## config.mk

```make
export PLATFORM = sky130hd
export DESIGN_NAME = eot_dec
export DESIGN_NICKNAME = d
export VERILOG_FILES = /design/src/rtl/eot_pkg.sv /design/src/rtl/eot_dec_pos.sv /design/src/rtl/eot_dec.sv
export SDC_FILE = /design/constraint.sdc
export NUM_CORES = 1
export LEC_CHECK = 0
export BUFFER_PORTS_ARGS = -buffer_cell sky130_fd_sc_hd__buf_2
export CAP_MARGIN = 10
export CORE_MARGIN = 2
export CORE_UTILIZATION = 52
export DETAILED_ROUTE_END_ITERATION = 10
export PLACE_DENSITY = 0.78
export SETUP_SLACK_MARGIN = 0.2
export SLEW_MARGIN = 20
export SYNTH_ARGS = -nofsm -noshare
export SYNTH_HDL_FRONTEND = slang
export SYNTH_SLANG_ARGS = --single-unit
```

## constraint.sdc

```tcl
create_clock -name clk -period 2.2 [get_ports clk]
set_input_delay 0.11 -clock clk [delete_from_list [all_inputs] [get_ports clk]]
set_output_delay 0.11 -clock clk [all_outputs]
set_load 0.005 [all_outputs]
```

## src/rtl/eot_pkg.sv

```systemverilog
// eot_pkg: shared definitions for the end-of-transfer marker generator and
// decoder.
//   EOT_EOL / EOT_EOF : bit positions inside the 2-bit EOT field
//   eot_t             : the EOT field itself
//   eot_err_t         : marker-check error flags, packed to match err[3:0]
//   EOT_CHECK_EN      : 1 when the build defines EOT_DEC_CHECK_EN
package eot_pkg;

    localparam int EOT_EOL = 0;   // last beat of a row
    localparam int EOT_EOF = 1;   // last beat of a feature window

    typedef logic [1:0] eot_t;

    // Declared MSB first so that bit 0 is eol_early.
    typedef struct packed {
        logic eof_missing;  // [3] window forced closed at last row/column
        logic eof_early;    // [2] window marker before the last row
        logic eol_missing;  // [1] row forced closed at last column
        logic eol_early;    // [0] row marker before the last column
    } eot_err_t;

`ifdef EOT_DEC_CHECK_EN
    localparam bit EOT_CHECK_EN = 1'b1;
`else
    localparam bit EOT_CHECK_EN = 1'b0;
`endif

endpackage

```

## src/rtl/eot_dec_pos.sv

```systemverilog
// eot_dec_pos: window position tracker for eot_dec.
// Holds the column/row counters, tags the current beat and works out the
// row/window close and marker errors for it. Counters move only on adv.
//   clk, rst      : clock, synchronous active-high reset
//   adv           : input handshake, advance the counters
//   eot           : EOT field of the current beat
//   x, y          : position of the current beat
//   sof, eol, eof : flags for the current beat (combinational)
//   err_det       : marker errors for the current beat (combinational)
module eot_dec_pos
    import eot_pkg::*;
#(
    parameter int FEATURE_WIDTH  = 24,
    parameter int FEATURE_HEIGHT = 24,
    parameter int XW             = $clog2(FEATURE_WIDTH),
    parameter int YW             = $clog2(FEATURE_HEIGHT)
) (
    input  logic          clk,
    input  logic          rst,
    input  logic          adv,
    input  eot_t          eot,
    output logic [XW-1:0] x,
    output logic [YW-1:0] y,
    output logic          sof,
    output logic          eol,
    output logic          eof,
    output eot_err_t      err_det
);

    localparam logic [XW-1:0] X_LAST = XW'(FEATURE_WIDTH - 1);
    localparam logic [YW-1:0] Y_LAST = YW'(FEATURE_HEIGHT - 1);

    logic last_x, last_y, mark_eol;

    assign last_x   = (x == X_LAST);
    assign last_y   = (y == Y_LAST);
    assign mark_eol = eot[EOT_EOL] | eot[EOT_EOF];

    // The last column always closes its row; the last column of the last
    // row always closes the window, marked or not.
    assign sof = (x == '0) && (y == '0);
    assign eol = mark_eol | last_x;
    assign eof = eot[EOT_EOF] | (last_x & last_y);

    assign err_det.eol_early   = mark_eol & ~last_x;
    assign err_det.eol_missing = last_x & ~mark_eol;
    assign err_det.eof_early   = eot[EOT_EOF] & ~last_y;
    assign err_det.eof_missing = last_x & last_y & ~eot[EOT_EOF];

    // Markers always resynchronise: an early row/window close restarts
    // tracking at column 0 of the next row / of row 0.
    always_ff @(posedge clk) begin
        if (rst) begin
            x <= '0;
            y <= '0;
        end else if (adv) begin
            if (eol) begin
                x <= '0;
                y <= (eof || last_y) ? '0 : y + YW'(1);
            end else begin
                x <= x + XW'(1);
            end
        end
    end

endmodule

```

## src/rtl/eot_dec.sv

```systemverilog
// eot_dec: decodes a valid/ready pixel stream carrying 2-bit EOT markers into
// per-beat window coordinates and start/end-of-line/end-of-frame flags.
// One output register; 1-cycle latency, full throughput.
// Build option EOT_DEC_CHECK_EN: when defined, marker placement is checked
// and reported on sticky err[3:0]; otherwise err is 0 and err_clr unused.
//   clk, rst           : clock, synchronous active-high reset
//   din_valid/ready    : input handshake
//   din_data, din_eot  : pixel and EOT field ([0] end of row, [1] end of window)
//   dout_valid/ready   : output handshake
//   dout_data/x/y      : registered pixel and its window position
//   dout_sof/eol/eof   : beat is (0,0) / closes a row / closes a window
//   frame_cnt          : completed windows (wrapping)
//   err_clr, err       : clear / sticky {eof_missing, eof_early, eol_missing, eol_early}
module eot_dec
    import eot_pkg::*;
#(
    parameter int FEATURE_WIDTH  = 24,
    parameter int FEATURE_HEIGHT = 24,
    parameter int W_DATA         = 8,
    parameter int W_FCNT         = 16
) (
    input  logic                              clk,
    input  logic                              rst,
    input  logic                              din_valid,
    output logic                              din_ready,
    input  logic [W_DATA-1:0]                 din_data,
    input  logic [1:0]                        din_eot,
    output logic                              dout_valid,
    input  logic                              dout_ready,
    output logic [W_DATA-1:0]                 dout_data,
    output logic [$clog2(FEATURE_WIDTH)-1:0]  dout_x,
    output logic [$clog2(FEATURE_HEIGHT)-1:0] dout_y,
    output logic                              dout_sof,
    output logic                              dout_eol,
    output logic                              dout_eof,
    output logic [W_FCNT-1:0]                 frame_cnt,
    input  logic                              err_clr,
    output logic [3:0]                        err
);

    localparam int XW = $clog2(FEATURE_WIDTH);
    localparam int YW = $clog2(FEATURE_HEIGHT);

    logic          hs;
    logic [XW-1:0] pos_x;
    logic [YW-1:0] pos_y;
    logic          pos_sof, pos_eol, pos_eof;
    eot_err_t      err_det;

    // Output register is free or being drained this cycle.
    assign din_ready = ~dout_valid | dout_ready;
    assign hs        = din_valid & din_ready;

    eot_dec_pos #(
        .FEATURE_WIDTH (FEATURE_WIDTH),
        .FEATURE_HEIGHT(FEATURE_HEIGHT),
        .XW            (XW),
        .YW            (YW)
    ) u_pos (
        .clk    (clk),
        .rst    (rst),
        .adv    (hs),
        .eot    (din_eot),
        .x      (pos_x),
        .y      (pos_y),
        .sof    (pos_sof),
        .eol    (pos_eol),
        .eof    (pos_eof),
        .err_det(err_det)
    );

    always_ff @(posedge clk) begin
        if (rst) begin
            dout_valid <= 1'b0;
            dout_data  <= '0;
            dout_x     <= '0;
            dout_y     <= '0;
            dout_sof   <= 1'b0;
            dout_eol   <= 1'b0;
            dout_eof   <= 1'b0;
            frame_cnt  <= '0;
        end else if (hs) begin
            dout_valid <= 1'b1;
            dout_data  <= din_data;
            dout_x     <= pos_x;
            dout_y     <= pos_y;
            dout_sof   <= pos_sof;
            dout_eol   <= pos_eol;
            dout_eof   <= pos_eof;
            if (pos_eof)
                frame_cnt <= frame_cnt + W_FCNT'(1);
        end else if (dout_ready) begin
            dout_valid <= 1'b0;
        end
    end

`ifdef EOT_DEC_CHECK_EN
    logic [3:0] err_q;
    logic [3:0] err_new;

    assign err_new = hs ? err_det : 4'b0000;

    // Clear first, then OR in this cycle's errors so a new error survives a
    // simultaneous clear.
    always_ff @(posedge clk) begin
        if (rst)
            err_q <= 4'b0000;
        else
            err_q <= (err_clr ? 4'b0000 : err_q) | err_new;
    end

    assign err = err_q;
`else
    logic unused_chk;
    assign unused_chk = ^{err_clr, err_det};
    assign err = 4'b0000;
`endif

endmodule
```

== After elaboration in Yosys (flattened, before gate mapping) ==
Index checks and enable logic that the tools add are counted.
Storage, ports and cells
  register bits: 48
  latch bits: 0
  bits in writable memories: 0
  memory bits (read-only): 0
  input bits: 15
  output and inout bits: 43
  word-level logic and storage cells: 33
  memories: 0
Operators by class
  add/subtract/negate cells: 3
  $mul: 0
  div/mod/pow operators: 0
  $lt $le $gt $ge: 0
  equal/unequal tests: 2
  shifts and indexed selects: 0
  mux-type cells: 4
  bitwise gates (word level): 7
  reduce and logical (&&, ||, !) cells: 7
Operator list (number)
  16-bit by 1-bit adder with 16-bit output, second input constant: 1
  5-bit by 1-bit adder with 5-bit output, second input constant: 2
  5-bit equality test, second input constant: 2
  5-bit logical NOT: 2
  5-bit 2-to-1 mux: 2
  1-bit bitwise OR: 4
  2-bit AND reduction: 2
  1-bit AND: 2
  1-bit 2-to-1 mux: 2
  2-bit nonzero test: 1
  1-bit logical AND: 1
  1-bit logical OR: 1
  1-bit NOT: 1

== Depth between registers and ports, before layout ==
Gate-level depths: netlist of the first run.
  word-level depth: 5
  mapped depth: 6
  depth with buffers taken out: 6

== Cells and area by module ==
A second synthesis of the first run with hierarchy kept.
Unflattened totals
  cells, all modules: 265
  area, all modules: 2164.6 um^2
Modules (own cells, without submodules)
  eot_dec: instances 1, cells each 186, area each 1515.2 um^2, sequential area each 760.7 um^2
  eot_dec_pos: instances 1, cells each 79, area each 649.4 um^2, sequential area each 200.2 um^2

== Least setup slack after synthesis of the first run ==
No wires, ideal clock.
  path type: reg-to-reg
  start: reg u_pos.y[0]
  end: reg frame_cnt[14]
  library setup time: 0.070 ns
  data arrival time: 1.731 ns
  data required time: 2.130 ns
  slack: 0.399 ns
  cell stages (with the launch flop): 7
  buffers on the path: 1
  clock period less this slack: 1.801 ns
  cell sequence: dfxtp_1 ha_1 and4b_4 o2111ai_4 buf_6 or4_1 a21oi_1
On the way
  word-level cells in the longest chain between the ends: 4
Ends and longest elaborated chain
  start, declared: RTL line eot_dec_pos.sv:23  | output logic [YW-1:0] y,
  start signal, assigned: RTL line eot_dec_pos.sv:59  | y <= (eof || last_y) ? '0 : y + YW'(1);
  5-bit equality test: RTL line eot_dec_pos.sv:36  | assign last_y = (y == Y_LAST);
  1-bit AND: RTL line eot_dec_pos.sv:43  | assign eof = eot[EOT_EOF] | (last_x & last_y);
  1-bit bitwise OR: RTL line eot_dec_pos.sv:43
  2-bit AND reduction (no source line)
  end signal, assigned: RTL line eot_dec.sv:91  | frame_cnt <= frame_cnt + W_FCNT'(1);
  end, declared: RTL line eot_dec.sv:36  | output logic [W_FCNT-1:0] frame_cnt,
Every way passes these cells.
A chain may end at the register's enable or synchronous reset.

== Worst setup path in the final report of the first run ==
  start: reg u_pos.y[0]
  end: reg frame_cnt[9]
The elaborated chain is that of the path after synthesis.

==> results of run 1 <==
==> what timing repair did <==
item                                    in CTS  in global routing
pin swaps                                    0                  1
endpoints found under the setup margin       2                  6
resized for setup                            1                  3
gates cloned                                 0                  1
endpoints found under the hold margin        0                  0
setup buffers                                0                  3
==> worst max-delay path, cell delays in order (launching register included) <==
cell and delay, ps:
dfxtp_1 370, ha_1 180, and4b_4 250, buf_4 150
o2111ai_4 180, buf_4 180, or3_1 350, a21oi_1 160
==> cell usage in the layout, fill, tap and decap left out, types with 8 or more instances in the layout <==
cell type	instances
inv_1	8
nand3_1	11
buf_2	52
nand2_1	49
o31ai_1	12
dfxtp_1	47
buf_4	19
a21oi_1	45
or4_1	12
==> sequential cells by signal (all words and copies together), names as in the netlist, 5 cells and up <==
signal,count
frame_cnt,16
u_pos.y,5
dout_data,8
dout_y,5
u_pos.x,5
dout_x,5
==> metal layers <==
layer | vias to the layer above | routed length (um)
met4 | 0 | 77
met3 | 7 | 242
met1 | 1010 | 2320
met2 | 54 | 2410
li1 | 1089 | -
met5 | - | 0
==> worst max path at each step <==
stage | start | to | depth (start not counted)
floorplan | u_pos.y[0] | frame_cnt[14] | 6
global placement | u_pos.x[0] | frame_cnt[1] | 6
detailed placement | u_pos.x[0] | frame_cnt[1] | 6
CTS | u_pos.y[1] | frame_cnt[15] | 6
global route | u_pos.x[1] | frame_cnt[14] | 6
finish | u_pos.y[0] | frame_cnt[9] | 7
==> cell type report <==
| cell class | count | area [um^2] |
|---|---|---|
| fillers | 358 | 1290 |
| multi-input cells | 197 | 1160 |
| flip-flops and latches | 48 | 962 |
| repair buffers | 71 | 403 |
| clock buffers | 6 | 82.6 |
| well taps | 50 | 62.6 |
| clock inverters | 2 | 38.8 |
| inverters | 8 | 30.0 |
==> metrics by stage <==
step / cell area (um^2) / utilization [%] / power, mW / setup WS (ps)
global placement: 2560 / 63.6 / 1.05 / 181
detailed placement: 2560 / 63.6 / 1.05 / 96.8
finish: 2740 / 68.1 / 1.71 / 316
CTS: 2690 / 66.7 / 1.72 / 285
floorplan: 2220 / - / 1.00 / 399
global route: 2740 / 68.1 / 1.77 / 187
==> synthesized netlist by cell type (2+ instances only) <==
cell type | instances | area, um^2
a21oi_1 | 46 | 230
and2_1 | 5 | 31.3
and4_1 | 2 | 17.5
buf_1 | 2 | 7.51
buf_2 | 2 | 10.0
buf_4 | 4 | 30.0
clkbuf_1 | 10 | 37.5
dfxtp_1 | 48 | 961
ha_1 | 5 | 62.6
inv_1 | 8 | 30.0
nand2_1 | 49 | 184
nand2b_1 | 2 | 12.5
nand3_1 | 11 | 55.1
nand4_1 | 6 | 37.5
nand4b_1 | 2 | 17.5
nor2_1 | 6 | 22.5
nor3_1 | 5 | 25.0
o21ai_1 | 6 | 30.0
o31ai_1 | 12 | 90.1
or2_1 | 2 | 12.5
or3_1 | 6 | 37.5
or4_1 | 13 | 97.6
xor2_1 | 3 | 26.3
==> logic make-up (layout without fill, tap and decap cells) <==
logic type / count (synthesis) / count (layout)
AOI/OAI and AO/OA: 70 / 71
xor gates and xnor gates: 3 / 3
adders and majority gates: 5 / 5
buffers and inverters: 27 / 87
DFF: 48 / 48
other: 1 / 4
and+or+nand+nor: 114 / 114
==> power groups by stage <==
stage | clock (mW) | sequential, mW | combinational (mW)
3_3_place_gp | 0 | 0.917 | 0.134
4_1_cts | 0.685 | 0.897 | 0.138
6_report | 0.670 | 0.897 | 0.139
2_1_floorplan | 0 | 0.920 | 0.0838
3_5_place_dp | 0 | 0.917 | 0.137
5_1_grt | 0.713 | 0.900 | 0.156
==> impl_metrics.env, run 1 <==
export IMPL_status="finished, final reports clean"
export IMPL_tightest_slew_ps=637
export IMPL_synth_compound_area_share_pct=19.5
export IMPL_root_buffer="clkbuf_8"
export IMPL_fin_crit_sh_pct=85.6
export IMPL_viasPerCell=5.65
export IMPL_gp_congestion=0.888
export IMPL_gr_total_overflow=0
export IMPL_cts_sinks=48
export IMPL_ys_ff_latch=48
export IMPL_drive_gt1_share_pct=26.5
export IMPL_grt_use_total_pct=21.0
export IMPL_clock_latency_ps=310
export IMPL_yosysSeqAreaShare_pct=43.6
export IMPL_gr_usage_met1_pct=26.5
export IMPL_synthSimpleGateAreaFrac_pct=27.1
export IMPL_p_seq_share_pct=52.6
export IMPL_setup_viol_count_final=0
export IMPL_use_met2_pct=34.8
export IMPL_rrSetupSlack_ps=320
export IMPL_placed_cells=370
export IMPL_synthArstFlopShare_pct=0
export IMPL_dpl_hpwl_um=3340
export IMPL_n_antenna_cell=0
export IMPL_vias=2160
export IMPL_first_pass_iters=4
export IMPL_holdPathStages=3
export IMPL_antenna_found_initial=0
export IMPL_layout_min_cycle_time_ps=1880
export IMPL_wl_per_cell_um=13.2
export IMPL_clock_path_buffers=2
export IMPL_drc_errors=0
export IMPL_setup_tns_ps=0
export IMPL_end_kind="flop"
export IMPL_synthFlopType="dfxtp_1"
export IMPL_cts_max_level=2
export IMPL_crit_fanout=7
export IMPL_core_um2=4030
export IMPL_syn2layout_area_growth_pct=24.3
export IMPL_grt_pass1_wl_um=8370
export IMPL_holdWs_ps=32.9
export IMPL_die_y_um=69.1
export IMPL_pwr_share_clk_pct=39.3
export IMPL_slew_headroom_pct=57.5
export IMPL_hold_start="din_data[3]"
export IMPL_crit_arrival_ps=2120
export IMPL_synth_area_mux_share_pct=0
export IMPL_switching_share_pct=23.3
export IMPL_grt_busiest_layer="met2"
export IMPL_pwr_density_cell_nw_per_um2=622
export IMPL_netlist_area_um2=2210
export IMPL_timing_rr_end="frame_cnt[9]"
export IMPL_portBuffers=52
export IMPL_synth_xor_area_share_pct=1.19
export IMPL_io_pins=58
export IMPL_avgSynthCellArea_um2=8.23
export IMPL_finalHoldViolCount=0
export IMPL_drv_slew=0
export IMPL_fmax_mhz=531
export IMPL_yosys_warnings=0
export IMPL_grt_pass1_vias=1921
export IMPL_initial_core_util_pct=54.8
export IMPL_cp_required_ps=2440
export IMPL_ir_drop_mv=0.466
export IMPL_synthAdderAreaFrac_pct=2.84
export IMPL_final_nets=351
export IMPL_synth_edf_count=0
export IMPL_internal_power_mw=1.31
export IMPL_drv_cap=0
export IMPL_grt_max_degree=35
export IMPL_wl_um=5050
export IMPL_critPathKind="reg -> reg"
export IMPL_p_leak_nw=1.10
export IMPL_first_iter_violations=187
export IMPL_r2r_start="u_pos.y[0]"
export IMPL_postRouteAntennaNets=0
export IMPL_die_w_um=69.1
export IMPL_yosysUniqueCellTypes=36
export IMPL_power_switching_mw=0.397
export IMPL_hold_buffers=0
export IMPL_combPwrFrac_pct=8.1
export IMPL_synth_top_family_by_area="simple AND/OR/NAND/NOR gates"
export IMPL_rows=23
export IMPL_rr_worst_depth=7
export IMPL_worstHoldEndpoint="dout_data[3]"
export IMPL_rsz0062_at_grt="yes"
export IMPL_cts_made_buffers=5
export IMPL_cp_start_kind="flop"
export IMPL_clkTransAtPathRegs_ps=90
export IMPL_use_met3_pct=4.39
export IMPL_tritoncts="yes"
export IMPL_fin_cells=382
export IMPL_min_path_type="in -> reg"
export IMPL_syn_inst=268
export IMPL_die_area_um2=4780
export IMPL_skew_ps=9.74
Note: power is estimated with default switching activity, not from simulation.
==> inputs of run 2 (changes only) <==
==> constraint.sdc (replaced) <==
create_clock -name clk -period 2.2 [get_ports clk]
set_input_delay 0.66 -clock clk [delete_from_list [all_inputs] [get_ports clk]]
set_output_delay 0.66 -clock clk [all_outputs]
set_load 0.005 [all_outputs]
==> impl_metrics.env, run 2 (synthesis results as in run 1) <==
export IMPL_status="finished, final reports clean"
export IMPL_root_buffer="clkbuf_8"
export IMPL_drv_slew=0
export IMPL_clock_path_buffers=2
export IMPL_die_area_um2=4780
export IMPL_grt_use_total_pct=19.6
export IMPL_tightest_slew_ps=731
export IMPL_gr_total_overflow=0
export IMPL_slew_headroom_pct=51.3
export IMPL_syn2layout_area_growth_pct=20.4
export IMPL_placed_cells=365
export IMPL_critPathKind="in -> out"
export IMPL_pre_cts_slack_ps=88.5
export IMPL_min_path_type="reg -> reg"
export IMPL_wl_um=4830
export IMPL_cp_required_ps=1540
export IMPL_crit_arrival_ps=1220
export IMPL_cpMostUsedCell="buf_2"
export IMPL_wl_per_cell_um=13.0
export IMPL_antenna_found_initial=0
export IMPL_crit_fanout=5
export IMPL_setup_slack_ps=319
export IMPL_drive_gt1_share_pct=25.5
export IMPL_io_pins=58
export IMPL_critPathBufInv=3
export IMPL_rrSetupSlack_ps=320
export IMPL_grt_pass1_wl_um=7790
export IMPL_reg_top3="frame_cnt x16, dout_data x8"
export IMPL_ir_drop_mv=0.453
export IMPL_first_pass_iters=4
export IMPL_rows=23
export IMPL_skew_ps=4.73
export IMPL_clkTransAtPathRegs_ps=80
export IMPL_drc_errors=0
export IMPL_drv_cap=0
export IMPL_holdWs_ps=452
export IMPL_grt_pass1_vias=1836
export IMPL_setup_viol_count_final=0
export IMPL_seq_area_um2=967
export IMPL_cp_slowest_stage_delay_ps=180
export IMPL_multi_input_area_um2=1160
export IMPL_grt_max_degree=29
export IMPL_path_cells="buf_2, nand2b_1, buf_4, buf_2"
export IMPL_total_power_mw=1.60
export IMPL_fin_crit_sh_pct=85.5
export IMPL_fin_cells=372
export IMPL_gp_congestion=0.839
export IMPL_finalHoldViolCount=0
export IMPL_cts_max_level=2
export IMPL_final_common_cell="buf_2"
export IMPL_pwr_density_cell_nw_per_um2=603
export IMPL_setup_tns_ps=0
export IMPL_layout_min_cycle_time_ps=1880
export IMPL_cp_slowest_cell="nand2b_1"
export IMPL_largest_register_ffs=16
export IMPL_first_iter_violations=79
export IMPL_fill_cells=375
export IMPL_fmax_mhz=531
export IMPL_die_y_um=69.1
export IMPL_crit_family="buffers and inverters"
export IMPL_initial_core_util_pct=54.8
export IMPL_cts_sinks=48
export IMPL_dpl_hpwl_um=3250
export IMPL_die_w_um=69.1
export IMPL_n_antenna_cell=0
export IMPL_p_leak_nw=1.04
export IMPL_vias=2049
export IMPL_final_cell_mix="buf_2, nand2_1, a21oi_1, dfxtp_1, or4_1"
export IMPL_cts_made_buffers=5
export IMPL_tritoncts="yes"
export IMPL_core_um2=4030
export IMPL_portBuffers=52
export IMPL_rsz0062_at_grt="no"
export IMPL_final_nets=342
export IMPL_cp_start_kind="primary input"
export IMPL_regMostFlops="frame_cnt"
export IMPL_clock_latency_ps=300
export IMPL_viasPerCell=5.51
export IMPL_end_kind="output port"
export IMPL_postRouteAntennaNets=0
==> run 2: changes by cell type in the layout (fill, tap and decap cells not counted) <==
cell       delta
ha_1          -2
dfxtp_4       +1
or4_4         -1
buf_4         -8
dfxtp_1       -2
ha_2          +2
o2111ai_1     -1
dfxtp_2       +1
clkinv_4      -1
or4_1         +1
bufinv_16     -1
clkbuf_8      +1
==> run 2: worst register-to-register path: cells and delay by family, from the launching register on <==
| family | cells | cell delay, ps |
|---|---|---|
| AO/OA/AOI/OAI | 2 | 310 |
| adder cells (fa/ha/maj) | 1 | 200 |
| buffers and inverters | 1 | 170 |
| flip-flops | 1 | 380 |
| AND/OR/NAND/NOR | 2 | 750 |
==> run 2: repair_timing <==
item                       in CTS  in global routing
setup endpoints to repair       5                  8
hold buffers                    0                  0
resized for setup               1                  8
setup buffers                   0                  0
==> run 2: layer usage <==
metal  track usage, %  wire length [um]
met5                0                 0
met4             6.32                42
met3             5.85               225
met2             32.9              2350
met1             23.9              2210
==> run 2: metrics by stage <==
stage / utilization (%) / area (um^2)
floorplan: - / 2220
detailed placement: 62.7 / 2530
finish: 65.9 / 2660
global placement: 62.7 / 2530
global route: 65.9 / 2660
CTS: 65.2 / 2630
==> run 2: cell type report <==
cell class                      instances  share of cell area (%)
Sequential cell                        48                    36.4
Tap cell                               50                    2.36
Multi-Input combinational cell        196                    43.5
Inverter                                8                    1.13
Timing Repair Buffer                   63                    12.9
Clock buffer                            7                    3.63
==> run 2: path summary, 6_finish.rpt <==
path                 from            to  depth (start not counted)
min reg2reg  dout_data[7]  dout_data[7]                          2
max            dout_ready     din_ready                          4
max reg2reg    u_pos.x[0]    u_pos.y[2]                          6
min          dout_data[7]  dout_data[7]                          2
==> run 2: where the power goes <==
part	total [mW]	internal (mW)	switching, mW
combinational	0.141	0.0538	0.0873
clock	0.562	0.280	0.282
sequential	0.897	0.886	0.0109
total	1.60	1.22	0.381
